[src/rtl/ysyx_22050854_divider.sv]
// Iterative radix-2 restoring divider for the RV64M divide family.
// Quotient and remainder come back together a fixed 65 cycles after the request is accepted.
module ysyx_22050854_divider #(
  parameter int XLEN = 64
) (
  input  logic            clk,
  input  logic            rst_n,
  input  logic            flush,
  input  logic            div_valid,
  output logic            div_ready,
  input  logic            divw,
  input  logic            div_signed,
  input  logic [XLEN-1:0] dividend,
  input  logic [XLEN-1:0] divisor,
  output logic            out_valid,
  output logic [XLEN-1:0] quotient,
  output logic [XLEN-1:0] remainder
);

  localparam int HALF = XLEN / 2;
  localparam int CW   = $clog2(XLEN);

  typedef enum logic [1:0] {IDLE, CALC, DONE} state_t;

  state_t          r_state, w_next;
  logic [CW-1:0]   r_cnt;
  logic            r_divw, r_qNeg, r_rNeg, r_div0, r_ovf;
  logic [XLEN-1:0] r_quo, r_rem, r_dsr, r_dvdPrep;

  logic            w_accept, w_last, w_aNeg, w_bNeg, w_div0, w_ovf;
  logic [XLEN-1:0] w_aPrep, w_bPrep, w_aMag, w_bMag;
  logic [XLEN:0]   w_shift, w_trial;
  logic [XLEN-1:0] w_qNext, w_rNext, w_qRes, w_rRes, w_qOut, w_rOut;

  assign div_ready = (r_state == IDLE);
  assign out_valid = (r_state == DONE);
  assign w_accept  = (r_state == IDLE) && div_valid && !flush;
  assign w_last    = (r_state == CALC) && (r_cnt == CW'(XLEN - 1));

  // Word ops take the low half, sign- or zero-extended according to div_signed.
  always_comb begin
    w_aPrep = dividend;
    w_bPrep = divisor;
    if (divw) begin
      w_aPrep = {{HALF{div_signed & dividend[HALF-1]}}, dividend[HALF-1:0]};
      w_bPrep = {{HALF{div_signed & divisor[HALF-1]}}, divisor[HALF-1:0]};
    end
  end

  assign w_aNeg = div_signed & w_aPrep[XLEN-1];
  assign w_bNeg = div_signed & w_bPrep[XLEN-1];
  assign w_aMag = w_aNeg ? -w_aPrep : w_aPrep;
  assign w_bMag = w_bNeg ? -w_bPrep : w_bPrep;
  assign w_div0 = (w_bPrep == '0);
  assign w_ovf  = div_signed && (divw ?
                  (dividend[HALF-1:0] == {1'b1, {(HALF-1){1'b0}}} && divisor[HALF-1:0] == {HALF{1'b1}}) :
                  (dividend == {1'b1, {(XLEN-1){1'b0}}} && divisor == {XLEN{1'b1}}));

  // One restoring step; the extra top bit of the trial is its borrow (trial < 0).
  assign w_shift = {r_rem, r_quo[XLEN-1]};
  assign w_trial = w_shift - {1'b0, r_dsr};
  assign w_qNext = {r_quo[XLEN-2:0], ~w_trial[XLEN]};
  assign w_rNext = w_trial[XLEN] ? w_shift[XLEN-1:0] : w_trial[XLEN-1:0];

  always_comb begin
    w_qRes = r_qNeg ? -w_qNext : w_qNext;
    w_rRes = r_rNeg ? -w_rNext : w_rNext;
    if (r_div0) begin
      w_qRes = '1;
      w_rRes = r_dvdPrep;
    end else if (r_ovf) begin
      w_qRes = r_dvdPrep;
      w_rRes = '0;
    end
    w_qOut = r_divw ? {{HALF{w_qRes[HALF-1]}}, w_qRes[HALF-1:0]} : w_qRes;
    w_rOut = r_divw ? {{HALF{w_rRes[HALF-1]}}, w_rRes[HALF-1:0]} : w_rRes;
  end

  always_ff @(posedge clk or negedge rst_n) begin
    if (!rst_n) r_state <= IDLE;
    else        r_state <= w_next;
  end

  always_comb begin
    w_next = r_state;
    case (r_state)
      IDLE:    if (w_accept) w_next = CALC;
      CALC:    if (w_last) w_next = DONE;
      DONE:    w_next = IDLE;
      default: w_next = IDLE;
    endcase
    if (flush) w_next = IDLE;
  end

  always_ff @(posedge clk or negedge rst_n) begin
    if (!rst_n) begin
      r_cnt     <= '0;
      r_divw    <= 1'b0;
      r_qNeg    <= 1'b0;
      r_rNeg    <= 1'b0;
      r_div0    <= 1'b0;
      r_ovf     <= 1'b0;
      r_quo     <= '0;
      r_rem     <= '0;
      r_dsr     <= '0;
      r_dvdPrep <= '0;
    end else if (w_accept) begin
      r_cnt     <= '0;
      r_divw    <= divw;
      r_qNeg    <= w_aNeg ^ w_bNeg;
      r_rNeg    <= w_aNeg;
      r_div0    <= w_div0;
      r_ovf     <= w_ovf;
      r_quo     <= w_aMag;
      r_rem     <= '0;
      r_dsr     <= w_bMag;
      r_dvdPrep <= w_aPrep;
    end else if (r_state == CALC) begin
      r_cnt <= r_cnt + 1'b1;
      r_quo <= w_qNext;
      r_rem <= w_rNext;
    end
  end

  // Results are held until the next completed op; a flush on the final step drops it.
  always_ff @(posedge clk or negedge rst_n) begin
    if (!rst_n) begin
      quotient  <= '0;
      remainder <= '0;
    end else if (w_last && !flush) begin
      quotient  <= w_qOut;
      remainder <= w_rOut;
    end
  end

endmodule

[config.mk]
export PLATFORM = sky130hd
export DESIGN_NAME = ysyx_22050854_divider
export DESIGN_NICKNAME = d
export VERILOG_FILES = /design/src/rtl/ysyx_22050854_divider.sv
export SDC_FILE = /design/constraint.sdc
export NUM_CORES = 1
export LEC_CHECK = 0
export BUFFER_PORTS_ARGS = -buffer_cell sky130_fd_sc_hd__buf_2
export CAP_MARGIN = 20
export CORE_ASPECT_RATIO = 0.9
export CORE_MARGIN = 1.5
export CORE_UTILIZATION = 41
export DETAILED_ROUTE_END_ITERATION = 10
export SLEW_MARGIN = 0
export SYNTH_ARGS = -nofsm -noshare
export SYNTH_HDL_FRONTEND = slang
export SYNTH_SLANG_ARGS = --single-unit
[constraint.sdc]
create_clock -name clk -period 17 [get_ports clk]
set_clock_uncertainty 0.2 [all_clocks]
set_input_delay 0.85 -clock clk [delete_from_list [all_inputs] [get_ports clk]]
set_output_delay 0.85 -clock clk [all_outputs]
set_load 0.005 [all_outputs]
==> out/results.ini <==
[synthesis]
yosysMostFrequentCell=nand2_1
synthTopCellsByCount=nand2_1 (579), nor2_1 (435), dfrtp_1 (397)
synth.distinct_cells=111
synth_compound_area_share_pct=24.4
syn_area_um2=29500
synth-edff-count=0
syn_nets=4012
syn_inst=3807
synth_seq_cells=397
synthFlopType=dfrtp_1
synth.area.top_cells=dfrtp_1 (34%), nand2_1 (7.4%), nor2_1 (5.5%)
synth_top_family_by_area=compound AO/OA/AOI/OAI gates
yosysTopAreaCell=dfrtp_1
avgSynthCellArea_um2=7.74
yosys.area_share.simple_pct=23.2
synth_xor_area_share_pct=8.11
synthMuxAreaShare_pct=2.73
synthAdderAreaFrac_pct=3.04
synthArstFlopShare_pct=100
synth_warnings=0
synth_top_area_share_pct=33.7
yosysSeqAreaShare_pct=33.7

[critical_path]
critical_path.top_delay_family=simple AND/OR/NAND/NOR gates
critPathArrivalTime_ns=6.95
required_ns=17.25
cp_max_fo=36
r2r_slack_ns=10.30
startpoint_type=register
path_cells=inv_1, ha_1, fa_1, and2b_1, o2111ai_2, a211oi_2, o2111ai_1, nand2_1, mux2_4, nor2_8, inv_2, a21oi_1, ha_1, inv_1, nor4_2, nand4_2, o21ai_1, xnor2_1, a221oi_1, nor3_1
path_buf_inv=3
critPathKind=register to register
r2r-start=r_quo[63]$_DFFE_PN0P_
r2r_end=remainder[56]$_DFFE_PN0P_
r2r_cells=20
worstSetupEndpointType=register
slowest_stage=nor4_2
slowest_delay_ns=0.73

[global_route]
grt_pass1_vias=27300
grt_pass1_wl_um=174000
grt_antenna_before_repair=7
gr-total-overflow=0
grt_max_degree=96
grt_use_total_pct=30.5

[drt]
drc_errors=0
drtIter0Drc=3155
routedWlPerCell_um=23.4
vias=29800
vias_per_cell=6.07
dr.pass1.iters=5
routed_wl_um=115000
ant_nets=0

[clock_network]
clockBufferDepth=3
postCtsHoldBufs=1
cts_setup_buffers=0
clkSinkCount=397
post_cts_resized=0
cts_tree=done
cts-root-buf=clkbuf_16
htreeDepth=2
cts_buffers=48
clk_latency_ns=0.61
path_clk_slew_ns=0.06

[timing]
final-max-slew-violation-count=0
max_clock_freq_ghz=0.149
timing.hold.ws_ns=0.275
setup-violations-final=0
rsz0062_at_grt=no
fin_crit_sh_pct=39.4
slew_headroom_pct=32.9
fin_setup_tns_ns=0
finalHoldViolCount=0
worst_pin_slew_ns=0.998
fin_crit_ns=6.70

[die]
rows=93
die-area_um2=73500
die_x_um=286
start_util_pct=41.3
ios=264
core_um2=71300
die_h_um=257

[placement]
portBuffers=263
routabilityCongestion=0.959
place_hpwl_um=86500
placed_area_um2=31300

[layout]
drive_gt1_share_pct=12.9
area_delta_synth_final_pct=12.3
nets=4122
fin_area_um2=33100

[worst_hold_path]
holdPathStages=2
whs_endpoint=r_dsr[16]$_DFFE_PN0P_
hp-class=register to register
hold_start=r_dsr[16]$_DFFE_PN0P_

[power]
p_leak_nw=14.1
ir_drop_mv=0.0744
powerDensity_nw_per_um2=119
power_mw=3.94

[outcome]
status=complete, no violations

[run]
max_cap_violations=0

[worst max-delay path by stage]
stage | startpoint | endpoint | slack (ns) | depth (start not counted)
3_3_place_gp | r_quo[63]$_DFFE_PN0P_ | remainder[56]$_DFFE_PN0P_ | 10.62 | 20
6_report | r_quo[63]$_DFFE_PN0P_ | remainder[56]$_DFFE_PN0P_ | 10.30 | 20
2_1_floorplan | r_quo[63]$_DFFE_PN0P_ | quotient[58]$_DFFE_PN0P_ | 11.20 | 27
3_5_place_dp | r_quo[63]$_DFFE_PN0P_ | remainder[56]$_DFFE_PN0P_ | 10.42 | 20
5_1_grt | r_quo[63]$_DFFE_PN0P_ | remainder[56]$_DFFE_PN0P_ | 9.88 | 20
4_1_cts | r_quo[63]$_DFFE_PN0P_ | remainder[56]$_DFFE_PN0P_ | 10.39 | 20
[area by class of cell]
type / count / area (um2)
diodes: 2 / 5.00
fillers: 7226 / 38200
inverters: 112 / 423
multi-input cells: 3051 / 18100
flip-flops and latches: 397 / 9940
clock inverters: 16 / 268
clock buffers: 72 / 1440
repair buffers: 307 / 1700
well taps: 950 / 1190
[tightest hold or removal path: cells and delay by family, from the launching register on]
family	cells	cell delay (ns)
flip-flops	1	0.34
AO/OA/AOI/OAI	1	0.06
AND/OR/NAND/NOR	1	0.05
[sequential cells by signal, summed over array words and instances (netlist names), 2 cells and up]
signal and cells:
quotient 64, r_dsr 64, r_dvdPrep 64, r_quo 64, r_rem 64, remainder 64, r_cnt 6, r_state 2
[where the power goes]
| part | internal, mW | leakage (nW) | total, mW | switching, mW |
|---|---|---|---|---|
| logic | 0.530 | 8.34 | 1.52 | 0.986 |
| clock network | 0.678 | 0.844 | 1.13 | 0.450 |
| registers | 1.09 | 4.90 | 1.29 | 0.202 |
| total | 2.30 | 14.1 | 3.94 | 1.64 |
[metrics by stage]
| stage | utilization, % | setup WS (ns) | instances |
|---|---|---|---|
| 4_1_cts | 46.3 | 10.39 | 4903 |
| 5_1_grt | 46.4 | 9.88 | 4905 |
| 3_5_place_dp | 43.9 | 10.42 | 4814 |
| 2_1_floorplan | - | 11.20 | 3807 |
| 6_report | 46.4 | 10.30 | 4907 |
| 3_3_place_gp | 43.9 | 10.62 | 4814 |
[placed cells by master (no fill, tap or decap), types with 20 or more instances in the layout]
cell	instances
a211oi_1	34
o21ai_1	23
a31oi_1	77
nand2b_1	20
clkbuf_16	48
nor3_1	97
buf_4	41
o21a_1	20
nand2_1	579
or3_1	37
dfrtp_1	394
inv_1	108
o31ai_1	51
nor4_1	50
a21oi_1	311
buf_2	262
o211ai_1	20
o21ai_0	325
xnor2_1	109
mux2_2	23
ha_1	70
mux2i_1	49
nor2_1	433
xor2_1	164
nand4_1	67
a21o_1	32
nand3_1	57
a221oi_1	48
[routing by layer]
layer / vias to the layer above / global-route usage (%) / wire length, um
li1: 13900 / - / -
met1: 14400 / 44.8 / 51900
met2: 1340 / 44.9 / 49200
met3: 180 / 4.73 / 9380
met4: 4 / 10.9 / 4230
met5: - / 0 / 26
[cell families (layout without fill, tap and decap cells)]
family,after synthesis,in the layout
flip-flops,397,397
multiplexers,76,76
XOR/XNOR,273,273
AO/OA/AOI/OAI,1141,1141
other,0,2
buffers and inverters,359,507
AND/OR/NAND/NOR,1490,1490
adder cells (fa/ha/maj),71,71
(Power assumes the default switching activity.)
